## src/rtl/bit_serializer_pkg.sv

```systemverilog
// Shared definitions for the bit serializer and its detector bench.
// Optional build macro: SER_LSB_FIRST_EN (LSB-first bit order).
package ser_pkg;

  // FSM state enumeration (1-bit encoding)
  typedef enum logic [0:0] {
    IDLE  = 1'b0,
    SHIFT = 1'b1
  } ser_state_e;

  // Legacy-compatible state constants used by the state register
  localparam logic [0:0] ST_IDLE  = 1'b0;
  localparam logic [0:0] ST_SHIFT = 1'b1;

  // Default bit period in clk cycles, shared with the detector bench
  localparam int unsigned SER_BIT_PERIOD = 1;

  // Counter width for values 0..n-1, never less than one bit
  function automatic int unsigned cnt_w(input int unsigned n);
    return (n <= 2) ? 1 : $clog2(n);
  endfunction

endpackage

```

## src/rtl/bit_serializer_timer.sv

```systemverilog
// ser_bit_timer: DIV-cycle bit-period divider.
// Ports: clk, rst_n; clr restarts the period; run keeps counting;
//        tick marks the last cycle of a period; tick_nxt predicts tick
//        for the next cycle so callers can register status outputs.
module ser_bit_timer
  import ser_pkg::*;
#(
  parameter int unsigned DIV = 1
) (
  input  logic clk,
  input  logic rst_n,
  input  logic clr,
  input  logic run,
  output logic tick,
  output logic tick_nxt
);

  generate
    if (DIV == 1) begin : g_one
      // Every cycle ends a bit period
      logic unused_in;
      assign unused_in = clr ^ run ^ clk ^ rst_n;
      assign tick      = 1'b1;
      assign tick_nxt  = 1'b1;
    end else begin : g_div
      localparam int unsigned DW = cnt_w(DIV);
      localparam logic [DW-1:0] LAST = DW'(DIV - 1);

      logic [DW-1:0] cnt;
      logic [DW-1:0] cnt_n;

      assign tick = (cnt == LAST);

      // Wrap only through the explicit compare against LAST
      always_comb begin
        cnt_n = '0;
        if (clr)
          cnt_n = '0;
        else if (run)
          cnt_n = tick ? '0 : cnt + DW'(1);
      end

      assign tick_nxt = (cnt_n == LAST);

      always_ff @(posedge clk or negedge rst_n) begin
        if (!rst_n) cnt <= '0;
        else        cnt <= cnt_n;
      end
    end
  endgenerate

endmodule

```

## src/rtl/bit_serializer.sv

```systemverilog
// bit_serializer: parallel-to-serial feeder for the sequence detector.
// Ports: clk, rst_n (async active-low); din/din_valid/din_ready word
//        handshake; x serial bit; x_valid word bit present; busy while
//        shifting; done pulses in the final cycle of a word's last bit.
// Build macro SER_LSB_FIRST_EN selects LSB-first order (default MSB-first).
module bit_serializer
  import ser_pkg::*;
#(
  parameter int unsigned WIDTH = 8,
  parameter int unsigned DIV   = SER_BIT_PERIOD,
  parameter int unsigned CNT_W = cnt_w(WIDTH)
) (
  input  logic             clk,
  input  logic             rst_n,
  input  logic [WIDTH-1:0] din,
  input  logic             din_valid,
  output logic             din_ready,
  output logic             x,
  output logic             x_valid,
  output logic             busy,
  output logic             done
);

  localparam logic [CNT_W-1:0] LAST_BIT = CNT_W'(WIDTH - 1);

  logic [0:0]       state, state_n;
  logic [WIDTH-1:0] sh, sh_n;
  logic [CNT_W-1:0] idx, idx_n;
  logic             x_n, xv_n, rdy_n, done_n, busy_n;
  logic             xfer, load, tick, tick_nxt;

  assign xfer = din_valid && din_ready;

  ser_bit_timer #(.DIV(DIV)) u_timer (
    .clk      (clk),
    .rst_n    (rst_n),
    .clr      (load),
    .run      (state == ST_SHIFT),
    .tick     (tick),
    .tick_nxt (tick_nxt)
  );

  // Next-state and registered-output logic
  always_comb begin
    state_n = state;
    sh_n    = sh;
    idx_n   = idx;
    x_n     = x;
    xv_n    = x_valid;
    load    = 1'b0;

    case (state)
      ST_IDLE: begin
        x_n  = 1'b0;
        xv_n = 1'b0;
        if (xfer) load = 1'b1;
      end
      ST_SHIFT: begin
        if (tick) begin
          if (idx == LAST_BIT) begin
            if (xfer) begin
              load = 1'b1;
            end else begin
              state_n = ST_IDLE;
              x_n     = 1'b0;
              xv_n    = 1'b0;
            end
          end else begin
            idx_n = idx + CNT_W'(1);
            // Rotate so the next bit lands in the output position
`ifdef SER_LSB_FIRST_EN
            sh_n = {sh[0], sh[WIDTH-1:1]};
            x_n  = sh[1];
`else
            sh_n = {sh[WIDTH-2:0], sh[WIDTH-1]};
            x_n  = sh[WIDTH-2];
`endif
          end
        end
      end
      default: begin
        state_n = ST_IDLE;
        x_n     = 1'b0;
        xv_n    = 1'b0;
      end
    endcase

    if (load) begin
      state_n = ST_SHIFT;
      sh_n    = din;
      idx_n   = '0;
      xv_n    = 1'b1;
`ifdef SER_LSB_FIRST_EN
      x_n = din[0];
`else
      x_n = din[WIDTH-1];
`endif
    end

    // Predict next-cycle status so it can be registered
    done_n = (state_n == ST_SHIFT) && (idx_n == LAST_BIT) && tick_nxt;
    rdy_n  = (state_n == ST_IDLE) || done_n;
    busy_n = (state_n == ST_SHIFT);
  end

  always_ff @(posedge clk or negedge rst_n) begin
    if (!rst_n) begin
      state     <= ST_IDLE;
      sh        <= '0;
      idx       <= '0;
      x         <= 1'b0;
      x_valid   <= 1'b0;
      busy      <= 1'b0;
      done      <= 1'b0;
      din_ready <= 1'b1;
    end else begin
      state     <= state_n;
      sh        <= sh_n;
      idx       <= idx_n;
      x         <= x_n;
      x_valid   <= xv_n;
      busy      <= busy_n;
      done      <= done_n;
      din_ready <= rdy_n;
    end
  end

endmodule
```

## config.mk

```make
export PLATFORM = sky130hd
export DESIGN_NAME = bit_serializer
export DESIGN_NICKNAME = d
export VERILOG_FILES = /design/src/rtl/bit_serializer_pkg.sv /design/src/rtl/bit_serializer_timer.sv /design/src/rtl/bit_serializer.sv
export SDC_FILE = /design/constraint.sdc
export NUM_CORES = 1
export LEC_CHECK = 0
export BUFFER_PORTS_ARGS = -buffer_cell sky130_fd_sc_hd__buf_2
export CAP_MARGIN = 10
export CORE_UTILIZATION = 45
export CTS_CLUSTER_SIZE = 20
export DETAILED_ROUTE_END_ITERATION = 16
export GPL_ROUTABILITY_DRIVEN = 0
export PLACE_DENSITY = 0.69
export SYNTH_ARGS = -nofsm -noshare
export SYNTH_HDL_FRONTEND = slang
export SYNTH_HIERARCHICAL = 1
export SYNTH_SLANG_ARGS = --single-unit
```

## constraint.sdc

```tcl
create_clock -name clk -period 1.9 [get_ports clk]
set_clock_uncertainty 0.1 [all_clocks]
set_input_delay 0.38 -clock clk [delete_from_list [all_inputs] [get_ports clk]]
set_output_delay 0.38 -clock clk [all_outputs]
set_load 0.02 [all_outputs]
```

==> impl_metrics.csv <==
group,metric,value,unit
synthesis,netlist_area,738.2,um2
clocking,clk_pin_slew_worst_paths,0.10,ns
die,coreArea,0.001524,mm2
route,dr.pass1.iters,4,
clocking,cts_htree_levels,1,
final_layout,drive_above_1_share,33.73,%
worst_hold_path,worstHoldStart,"din[4]",
grt,grt_pass1_wl,2.214,mm
power_and_ir_drop,peakVddDrop,0.7876,mV
synthesis,synth_common_cells,"15 x dfrtp_1, 6 x a21o_1, 6 x a22o_1, 5 x nand2_1, 5 x nor2_1",
synthesis,postSynthAreaPerCell,11.72,um2
final_layout,antenna_cells,0,
grt,grt_pass1_vias,503,
clocking,numCtsBuffers,3,
synthesis,netlist-cell-type-count,24,
critical_path,rrSetupSlack,0.24,ns
final_layout,nFillCells,129,
critical_path,end_kind,"flop",
die,dieArea,0.001806,mm2
route,viasPerCell,5.455,
timing,holdWs,0.2013,ns
grt,overflow,0,
final_layout,design_area,872.1,um2
die,rows,14,
power_and_ir_drop,p_leak,0.4721,nW
worst_hold_path,whs_path_depth,3,
power_and_ir_drop,internal_power,0.0008596,W
timing,fin_crit_sh,87.62,%
clocking,clock-root-buffer,"clkbuf_4",
critical_path,path_max_fanout,9,
grt,antenna_found_initial,0,
clocking,clockBufferDepth,2,
synthesis,yosysMostFrequentCell,"dfrtp_1",
die,start_util,48.44,%
critical_path,cp.arrival,1.75,ns
timing,layout_setup_ws,0.2353,ns
die,die_height,42.50,um
clocking,cts-resized-gates,0,
synthesis,async_flop_share,100.0,%
timing,setup_viol,0,
synthesis,ys_seq_elements,16,
route,final_antenna_net_count,0,
route,drt_iter0_drc,14,
clocking,ctsHoldBuffers,1,
power_and_ir_drop,switchingPower,0.0005186,W
synthesis,synth_ff_type,"dfrtp_1",
timing,fin_setup_tns,0,ns
worst_hold_path,worstHoldEndpoint,"sh[4]",
timing,rsz0062_at_grt,"false",
placed_design,port_buffers,15,
synthesis,yosys_warnings,6,
critical_path,crit-reg2reg-launch,"idx[0]",
power_and_ir_drop,p_per_area,1580,mW/mm2
critical_path,critPathKind,"flop to flop",
power_and_ir_drop,p_clk_share,16.4,%
synthesis,synth.area.top_cells,"dfrtp_1 51%, a22o_1 7.1%, a21o_1 6.1%, mux2i_1 4.1%, dfstp_2 3.6%",
die,io_pins,16,
synthesis,netlist_instances,63,
power_and_ir_drop,seq_power_share,43.1,%
worst_hold_path,hold_class,"input port to flop",
power_and_ir_drop,swShare,37.63,%
final_layout,area_delta_synth_final,18.14,%
critical_path,reg2regPathDepth,5,
clocking,cts_setup_buffers,0,
route,post_drt_wl_per_cell,13.21,um
synthesis,synth_top_area_share,50.85,%
placed_design,preCtsSetupSlack,0.2564,ns
run,maxCapViolations,0,
grt,grt_max_degree,17,
power_and_ir_drop,pwr-share-comb,40.5,%
grt,grt_use_total,17.04,%
critical_path,rr_endpoint,"sh[1]",
placed_design,dp_hpwl,974.9,um
timing,hold_violations,0,
clocking,cts_tree,"built",
synthesis,seq_area_frac_synth,54.41,%
critical_path,cp_data_required_time,1.98,ns
final_layout,nNetsFinal,96,
clocking,worstSkewPairLatency,0.29,ns
route,dr_total_vias,540,
placed_design,place_area,825.8,um2
status,status,"completed",
synthesis,synth_edf_count,0,
critical_path,worst_setup_path_start_kind,"flop",
critical_path,critPathLaunch,"idx[0]",
die,die_w,42.50,um
timing,fmax,600.7,MHz
timing,period_needed,1.665,ns
route,wirelength,1.308,mm
clocking,clock_sinks,16,
timing,maxSlewViolCount,0,
route,drc,0,
synthesis,yosysTopAreaCell,"dfrtp_1",
cell usage in the layout (no fill, tap or decap), drive strengths merged, types with 2 or more instances in the layout:
cell type and n:
buf 18, dfrtp 15, a22o 6, a21o 6, nand2 6, nor2 5
clkbuf 4, mux2i 3, o21ai 3, a21oi 2, conb 2
through the flow:
step	cells	total power, W	utilization (%)
final	99	0.001378	57.23
after global routing	99	0.001477	57.23
after CTS	99	0.001390	57.23
after detailed placement	94	0.001158	54.19
after global placement	94	0.001140	54.19
after floorplan	64	0.001013	-
critical path, stage by stage, from the launching register on:
cell and delay [ns]:
dfrtp_1 0.42, ha_1 0.26, a21oi_2 0.25, buf_4 0.21, nor2_1 0.12, a21o_1 0.20
sequential cells by signal, indices dropped and copies added (netlist names):
register / flops
state: 1
din_ready: 1
done: 1
idx: 3
sh: 8
x_valid: 1
x: 1
cell families (layout without fill, tap and decap cells):
| logic type | Yosys count | after routing | share of synthesized area, % |
|---|---|---|---|
| other | 1 | 2 | 0.5080 |
| muxes | 3 | 3 | 4.068 |
| adders and majority gates | 1 | 1 | 1.695 |
| and+or+nand+nor | 14 | 14 | 8.307 |
| AOI/OAI and AO/OA | 22 | 22 | 23.73 |
| xor gates and xnor gates | 1 | 1 | 2.204 |
| buffers and inverters | 5 | 24 | 5.084 |
| DFF | 16 | 16 | 54.41 |
layer usage:
metal  vias to the layer above  wire length [um]  track usage, %
met5                         -                 0               0
met2                         8               620           24.62
li1                        265                 -               -
met1                       263               626           22.47
met4                         0                21           11.25
met3                         4                39           4.310
power by group through the flow:
stage | Sequential (W) | Combinational [W] | Clock, W
global placement | 0.000596 | 0.000544 | 0
global route | 0.000610 | 0.000616 | 0.000250
floorplan | 0.000637 | 0.000376 | 0
detailed placement | 0.000602 | 0.000556 | 0
finish | 0.000594 | 0.000558 | 0.000226
CTS | 0.000595 | 0.000560 | 0.000235
worst max-delay path by stage:
stage / slack [ns] / cells after the start / to
finish: 0.24 / 5 / sh[1]
global route: 0.16 / 5 / sh[6]
CTS: 0.24 / 5 / sh[6]
detailed placement: 0.26 / 5 / sh[1]
global placement: 0.29 / 5 / sh[6]
floorplan: 0.30 / 6 / sh[3]
final cells by class:
class,instances,area (um2),share of cell area [%]
sequential,16,401.6,46.05
tap,16,20.02,2.296
clock buffer,4,36.28,4.161
multi-input combinational,43,302.8,34.72
inverter,1,3.754,0.4304
timing repair buffer,19,107.6,12.34
No activity file was read; power rests on OpenSTA's default activity.
